==> config.mk <==
export PLATFORM = sky130hd
export DESIGN_NAME = cp0_exception_unit
export DESIGN_NICKNAME = d
export VERILOG_FILES = /design/src/rtl/mips_cp0_pkg.sv /design/src/rtl/cp0_exception_unit.sv
export SDC_FILE = /design/constraint.sdc
export NUM_CORES = 1
export LEC_CHECK = 0
export CORE_UTILIZATION = 45
export DETAILED_ROUTE_END_ITERATION = 10
export PLACE_DENSITY = 0.88
export SKIP_LAST_GASP = 1
export SYNTH_ARGS = -nofsm -noshare
export SYNTH_HDL_FRONTEND = slang
export SYNTH_SLANG_ARGS = --single-unit
==> constraint.sdc <==
create_clock -name clk -period 5.5 [get_ports clk]
set_input_delay 1.375 -clock clk [delete_from_list [all_inputs] [get_ports clk]]
set_output_delay 1.375 -clock clk [all_outputs]
set_load 0.1 [all_outputs]
==> src/rtl/mips_cp0_pkg.sv <==
// Shared CP0 definitions: register numbers, exception codes, field positions
// and write masks for SR and Cause.
// Imported by cp0_exception_unit. Contains no logic.
package mips_cp0_pkg;

  // CP0 register numbers
  localparam logic [4:0] CP0_SR    = 5'd12;
  localparam logic [4:0] CP0_CAUSE = 5'd13;
  localparam logic [4:0] CP0_EPC   = 5'd14;
  localparam logic [4:0] CP0_PRID  = 5'd15;

  // Exception codes
  localparam logic [4:0] EXC_INT     = 5'd0;
  localparam logic [4:0] EXC_ADEL    = 5'd4;
  localparam logic [4:0] EXC_ADES    = 5'd5;
  localparam logic [4:0] EXC_SYSCALL = 5'd8;
  localparam logic [4:0] EXC_RI      = 5'd10;
  localparam logic [4:0] EXC_OV      = 5'd12;

  // SR fields
  localparam int SR_IE_BIT  = 0;
  localparam int SR_EXL_BIT = 1;
  localparam int SR_IM_LSB  = 10;
  localparam int SR_IM_MSB  = 15;

  // Cause fields
  localparam int CAUSE_EXC_LSB = 2;
  localparam int CAUSE_EXC_MSB = 6;
  localparam int CAUSE_IP_LSB  = 10;
  localparam int CAUSE_IP_MSB  = 15;
  localparam int CAUSE_BD_BIT  = 31;

  // Software-writable bits: SR keeps IM/EXL/IE only, EPC is word aligned
  localparam logic [31:0] SR_WMASK  = 32'h0000_FC03;
  localparam logic [31:0] EPC_WMASK = 32'hFFFF_FFFC;

endpackage

==> src/rtl/cp0_exception_unit.sv <==
// Coprocessor 0 beside the M stage: SR/Cause/EPC/PRId, interrupt vs exception
// arbitration, pipeline flush request, EPC for eret, mfc0/mtc0 access.
// Ports: clk/rst (sync, active-high); we/addr/wdata/rdata = mtc0/mfc0;
//   pc_in/bd_in/exc_code_in/eret_in = M-stage instruction; hw_int = IRQ lines;
//   req = same-cycle flush; epc_out = eret target; handler_pc = vector.
module cp0_exception_unit
  import mips_cp0_pkg::*;
#(
  parameter logic [31:0] PRID       = 32'h0000_2023,
  parameter logic [31:0] HANDLER_PC = 32'h0000_4180
) (
  input  logic        clk,
  input  logic        rst,
  input  logic        we,
  input  logic [4:0]  addr,
  input  logic [31:0] wdata,
  output logic [31:0] rdata,
  input  logic [31:0] pc_in,
  input  logic        bd_in,
  input  logic [4:0]  exc_code_in,
  input  logic        eret_in,
  input  logic [5:0]  hw_int,
  output logic        req,
  output logic [31:0] epc_out,
  output logic [31:0] handler_pc
);

  // SR is held as a full word with non-writable bits always zero
  logic [31:0] sr_q, sr_d;
  logic        cause_bd_q, cause_bd_d;
  logic [5:0]  cause_ip_q, cause_ip_d;
  logic [4:0]  cause_exc_q, cause_exc_d;
  logic [31:0] epc_q, epc_d;

  logic        exl;
  logic        ie;
  logic [5:0]  im;
  logic        int_req;
  logic        exc_req;
  logic [31:0] cause_word;

  assign exl = sr_q[SR_EXL_BIT];
  assign ie  = sr_q[SR_IE_BIT];
  assign im  = sr_q[SR_IM_MSB:SR_IM_LSB];

  // EXL masks both sources, so nested requests never fire inside a handler
  assign int_req = ie & ~exl & (|(im & hw_int));
  assign exc_req = (exc_code_in != 5'd0) & ~exl;
  assign req     = ~rst & (int_req | exc_req);

  always_comb begin
    cause_word = 32'd0;
    cause_word[CAUSE_BD_BIT]                = cause_bd_q;
    cause_word[CAUSE_IP_MSB:CAUSE_IP_LSB]   = cause_ip_q;
    cause_word[CAUSE_EXC_MSB:CAUSE_EXC_LSB] = cause_exc_q;
  end

  // Reads see register state before this cycle's write
  always_comb begin
    unique case (addr)
      CP0_SR:    rdata = sr_q;
      CP0_CAUSE: rdata = cause_word;
      CP0_EPC:   rdata = epc_q;
      CP0_PRID:  rdata = PRID;
      default:   rdata = 32'd0;
    endcase
  end

  // Forward an mtc0 EPC so an eret in the very next cycle sees the new value
  assign epc_out    = (we && addr == CP0_EPC) ? (wdata & EPC_WMASK) : epc_q;
  assign handler_pc = HANDLER_PC;

  always_comb begin
    sr_d        = sr_q;
    cause_bd_d  = cause_bd_q;
    cause_exc_d = cause_exc_q;
    epc_d       = epc_q;
    // IP tracks the raw lines every cycle, even while taking an exception
    cause_ip_d  = hw_int;

    if (req) begin
      // Exception entry overrides any concurrent mtc0 or eret
      sr_d[SR_EXL_BIT] = 1'b1;
      cause_bd_d       = bd_in;
      cause_exc_d      = int_req ? EXC_INT : exc_code_in;
      epc_d            = (bd_in ? (pc_in - 32'd4) : pc_in) & EPC_WMASK;
    end else begin
      if (we && addr == CP0_SR)  sr_d  = wdata & SR_WMASK;
      if (we && addr == CP0_EPC) epc_d = wdata & EPC_WMASK;
      if (eret_in)               sr_d[SR_EXL_BIT] = 1'b0;
    end
  end

  always_ff @(posedge clk) begin
    if (rst) begin
      sr_q        <= 32'd0;
      cause_bd_q  <= 1'b0;
      cause_ip_q  <= 6'd0;
      cause_exc_q <= 5'd0;
      epc_q       <= 32'd0;
    end else begin
      sr_q        <= sr_d;
      cause_bd_q  <= cause_bd_d;
      cause_ip_q  <= cause_ip_d;
      cause_exc_q <= cause_exc_d;
      epc_q       <= epc_d;
    end
  end

endmodule

# After elaboration in Yosys (flattened, before gate mapping)
# Index checks and enable logic that the tools add are counted.
dict set report totals {
  register_bits 52
  in_bits 85
  out_inout_bits 97
  elab_cells 36
}
dict set report classes {
  add_sub_neg 1
  n_eq_ne 4
  muxes 8
  bitwise_logic 9
  n_reduce_logical 7
}
# operator n
set op_table {}
lappend op_table {{one-hot mux 32 bit (4 select lines)} 1}
lappend op_table {{2-to-1 mux 32 bit} 3}
lappend op_table {{subtractor 32 x 3 -> 32 bit, second input constant} 1}
lappend op_table {{== test 5 x 4 -> 1 bit, second input constant} 4}
lappend op_table {{bitwise AND 6 bit} 1}
lappend op_table {{OR reduction 6 bit} 1}
lappend op_table {{2-to-1 mux 5 bit} 1}
lappend op_table {{nonzero test 5 bit} 1}
lappend op_table {{bitwise AND 1 bit} 4}
lappend op_table {{NOT 1 bit} 3}
lappend op_table {{nonzero test 3 bit} 1}
lappend op_table {{logical AND 1 bit} 2}
lappend op_table {{2-to-1 mux 1 bit} 2}
lappend op_table {{2-to-1 mux 2 bit} 1}
lappend op_table {{AND reduction 2 bit} 1}
lappend op_table {{OR reduction 2 bit} 1}
lappend op_table {{bitwise OR 1 bit} 1}

# Longest topological paths before layout
dict set report depth {
  depth_word 7
  depth_mapped 7
  depth_no_buf 6
}

# Least setup slack after synthesis
# Ideal clock, no wire load.
dict set report synth_timing {
  path_kind {input to output}
  start {input port addr[0]}
  end {output port rdata[10]}
  arrival_time_ns 4.693
  required_time_ns 4.125
  setup_slack_ns -0.568
  cell_stages 5
  path_buffers 2
  path_cell_list {nor4bb_1 -> clkbuf_1 -> clkbuf_1 -> a22oi_1 -> o21ai_0}
}
dict set report synth_via {
  elab_chain_cells 2
  elab_cells_between_ends 5
  classes_between {eq/ne (4); mux (1)}
}
# element line_no
set synth_lines {}
lappend synth_lines {{start: declaration} cp0_exception_unit.sv:15} ;# input logic [4:0] addr,
lappend synth_lines {{== test 5 x 4 -> 1 bit} cp0_exception_unit.sv:60} ;# unique case (addr)
lappend synth_lines {{one-hot mux 32 bit (4 select lines) (*)} cp0_exception_unit.sv:60}
lappend synth_lines {{end: declaration} cp0_exception_unit.sv:17} ;# output logic [31:0] rdata,
# Every way passes the cells marked *; elsewhere a longest branch is shown, timed or not.

# Worst setup path in the final report
dict set report layout_timing {
  start {input port addr[3]}
  end {output port epc_out[21]}
}
dict set report layout_via {
  elab_chain_cells 3
}
# element line_no
set layout_lines {}
lappend layout_lines {{== test 5 x 4 -> 1 bit} cp0_exception_unit.sv:70} ;# assign epc_out = (we && addr == CP0_EPC) ? (wdata & EPC_WMASK) : epc_q;
lappend layout_lines {{logical AND 1 bit} cp0_exception_unit.sv:70}
lappend layout_lines {{2-to-1 mux 32 bit} -}
lappend layout_lines {{end: declaration} cp0_exception_unit.sv:24} ;# output logic [31:0] epc_out,
# No other way between the ends.

==> run_results.csv <==
group,metric,value,unit
setup_path,required,4120,ps
finish,finalInstanceArea,0.005749,mm^2
place,place_congestion,0.8904,
synth,synth-edff-count,0,
finish,final_common_cell,"clkdlybuf4s50_1",
synth,synthesis.area,0.003844,mm^2
floorplan,core,0.008258,mm^2
synth,synth_compound_gate_area_share,0.2878,
clocking,cts_root_buffer,"clkbuf_8",
setup_path,r2r_slack,3360,ps
synth,synth_seq_cells,52,
synth,synth_area_leaders,"dfxtp_1 27%, and3_1 6.8%, buf_4 6.4%",
synth,synthAdderAreaFrac,0.003255,
setup_path,critPathArrivalTime,3430,ps
synth,synth.distinct_cells,60,
pwr,power_density,227.1,mW/mm^2
clocking,clk_latency,300,ps
global_routing,gr-total-overflow,0,
clocking,h-tree-depth,2,
sta,setup_viol,0,
route,via_count,4373,
clocking,post_cts_buffers,0,
route,drtAntennaViolNets,0,
finish,drive_gt1_frac,0.1743,
global_routing,globalRouteTotalUtil,0.2788,
route,route.detailed.drc,0,
sta,fin_setup_tns,0,ps
place,dp.cells,688,
global_routing,antenna_found_initial,0,
min_path,min_path_type,"reg2reg",
clocking,ctsResizeCount,0,
finish,synthToLayoutAreaGrowth,49.58,%
synth,ys_warn_count,0,
finish,antenna_cells,0,
global_routing,grt_pass1_wl,19.41,mm
sta,worst_pin_slew,714.5,ps
synth,synth_xor_area_frac,0.03190,
finish,n_fill_cell,632,
clocking,cts_tree,"done",
synth,synth_top_area_share,0.2708,
finish,fin_nets,676,
synth,synth-simple-area-share,0.2640,
setup_path,r2r_cells,5,
sta,finClkSkew,4.042,ps
clocking,cts.sinks,52,
floorplan,die_x,94.42,um
setup_path,crit_fanout,32,
min_path,min_to,"cause_bd_q$_SDFFE_PP0P_",
sta,max_slew_margin,0.5227,
sta,fmax,0.2082,GHz
setup_path,slowest_stage,"nor4bb_4",
synth,synth_area_per_cell,8.178,um^2
sta,min_period,4802,ps
clocking,numCtsBuffers,5,
finish,final_cell_mix,"82 x clkdlybuf4s50_1, 52 x dfxtp_1, 42 x and3_1, 42 x buf_12, 34 x buf_4",
floorplan,fp-row-count,33,
min_path,holdPathStages,2,
pwr,p_leak,2.422,nW
synth,synthFlopType,"dfxtp_1",
setup_path,worst_r2r_startpoint,"sr_q[10]$_SDFFE_PP0P_",
setup_path,crit_chain,"clkdlybuf4s50_1 -> nor4bb_4 -> buf_4 -> and3_1 -> a21o_1 -> buf_12",
floorplan,ios,182,
route,drt_wl_total,12.83,mm
floorplan,die_area,0.008915,mm^2
place,port_buffers,147,
clocking,path_clk_slew,90,ps
pwr,ir_drop,171.9,uV
synth,ys_async_sr_fraction,0,
place,placed_area,0.005623,mm^2
setup_path,start_kind,"primary input",
synth,netlist.top_cell.by_area,"dfxtp_1",
global_routing,grt_pass1_vias,3986,
setup_path,crit_buf_inv,3,
route,wl_per_cell,18.43,um
synth,muxShareOfSynthArea,0.02767,
setup_path,crit_family,"buffers and inverters",
sta,fin_crit_sh,0.8732,
route,drt_iter0_markers,311,
place,hpwl,9.715,mm
finish,fin_cells,696,
sta,drv_slew,0,
floorplan,initial_core_util,0.4655,
sta,hold_violations,0,
floorplan,die_h,94.42,um
route,first_pass_iters,5,
clocking,clockBufferDepth,2,
setup_path,r2r_end,"epc_q[29]$_SDFF_PP0_",
flow_run,drv_cap,0,
synth,synthCells,470,
synth,synth_top_family_by_area,"compound AO/OA/AOI/OAI gates",
setup_path,criticalPathCategory,"in2out",
clocking,cts_hold_buf,0,
synth,seq_area_frac_synth,0.2708,
min_path,hp-start,"cause_bd_q$_SDFFE_PP0P_",
route,via_per_inst,6.283,
setup_path,endpoint_kind,"output port",
sta,holdWs,488.0,ps
setup_path,max_stage_delay,590,ps
global_routing,grt_max_degree,45,
sta,grt_setup_unrepaired,"false",
outcome,status,"finished clean",
[per-layer routing]
metal / GRT usage / up-vias / share of wire
met5: 0 / - / 0
met4: 0.1064 / 0 / 0.033
met3: 0.03945 / 37 / 0.082
met2: 0.4746 / 283 / 0.49
met1: 0.3540 / 2051 / 0.40
li1: - / 2002 / -
[cell usage after synthesis (all sizes together) (12+ instances only)]
master   count
nor2        15
nand2       21
clkbuf      39
and3        42
dfxtp       52
buf         36
o21ai       22
a21o        24
a311oi      15
o31ai       16
a21oi       15
nand3       12
or4         13
a2111oi     24
nand4       13
[worst register-to-register path, cell delays in order, from the launching register on]
cell and delay, ps:
dfxtp_1 340, a22oi_1 330, a311o_1 500, nand2_1 250, buf_4 330, a311oi_1 290
[kinds of logic (layout without fill, tap and decap cells)]
logic type | count (synthesis) | after routing
and+or+nand+nor | 161 | 161
AOI/OAI and AO/OA | 150 | 150
buffers and inverters | 80 | 171
DFF | 52 | 52
xor gates and xnor gates | 14 | 14
muxes | 10 | 10
other | 2 | 32
adders and majority gates | 1 | 1
[flip-flops by register name, indices dropped and copies added (netlist names)]
register / flops
cause_exc_q: 5
cause_bd_q: 1
cause_ip_q: 6
epc_q: 32
sr_q: 8
[power by group]
part / switching (mW) / internal, mW / leakage [nW]
Sequential: 0.0187 / 0.404 / 0.431
Combinational: 0.401 / 0.196 / 1.93
Clock: 0.125 / 0.161 / 0.0645
[layout make-up]
type,instances,area (um^2),area share
flip-flops and latches,52,1041,0.1811
inverters,5,18.77,0.003264
well taps,105,131.4,0.02285
clock inverters,1,30.03,0.005223
clock buffers,7,96.34,0.01676
multi-input cells,368,2515,0.4374
repair buffers,158,1917,0.3334
[worst max path at each step]
stage	slack, ps	cells past startpoint	to	startpoint
3_5_place_dp	740	6	epc_out[7]	addr[3]
4_1_cts	740	6	epc_out[7]	addr[3]
6_report	700	6	epc_out[21]	addr[3]
5_1_grt	600	6	epc_out[26]	addr[3]
2_1_floorplan	190	5	rdata[10]	addr[0]
3_3_place_gp	780	6	epc_out[7]	addr[3]
[through the flow]
step / utilization / setup WS [ps] / total power, mW
after floorplan: - / 186.5 / 0.8239
after global placement: 0.6809 / 775.8 / 1.015
after detailed placement: 0.6809 / 740.3 / 1.024
after CTS: 0.6962 / 735.2 / 1.304
after global routing: 0.6962 / 595.1 / 1.346
final: 0.6962 / 697.6 / 1.306
Note: power is estimated with default switching activity, not from simulation.
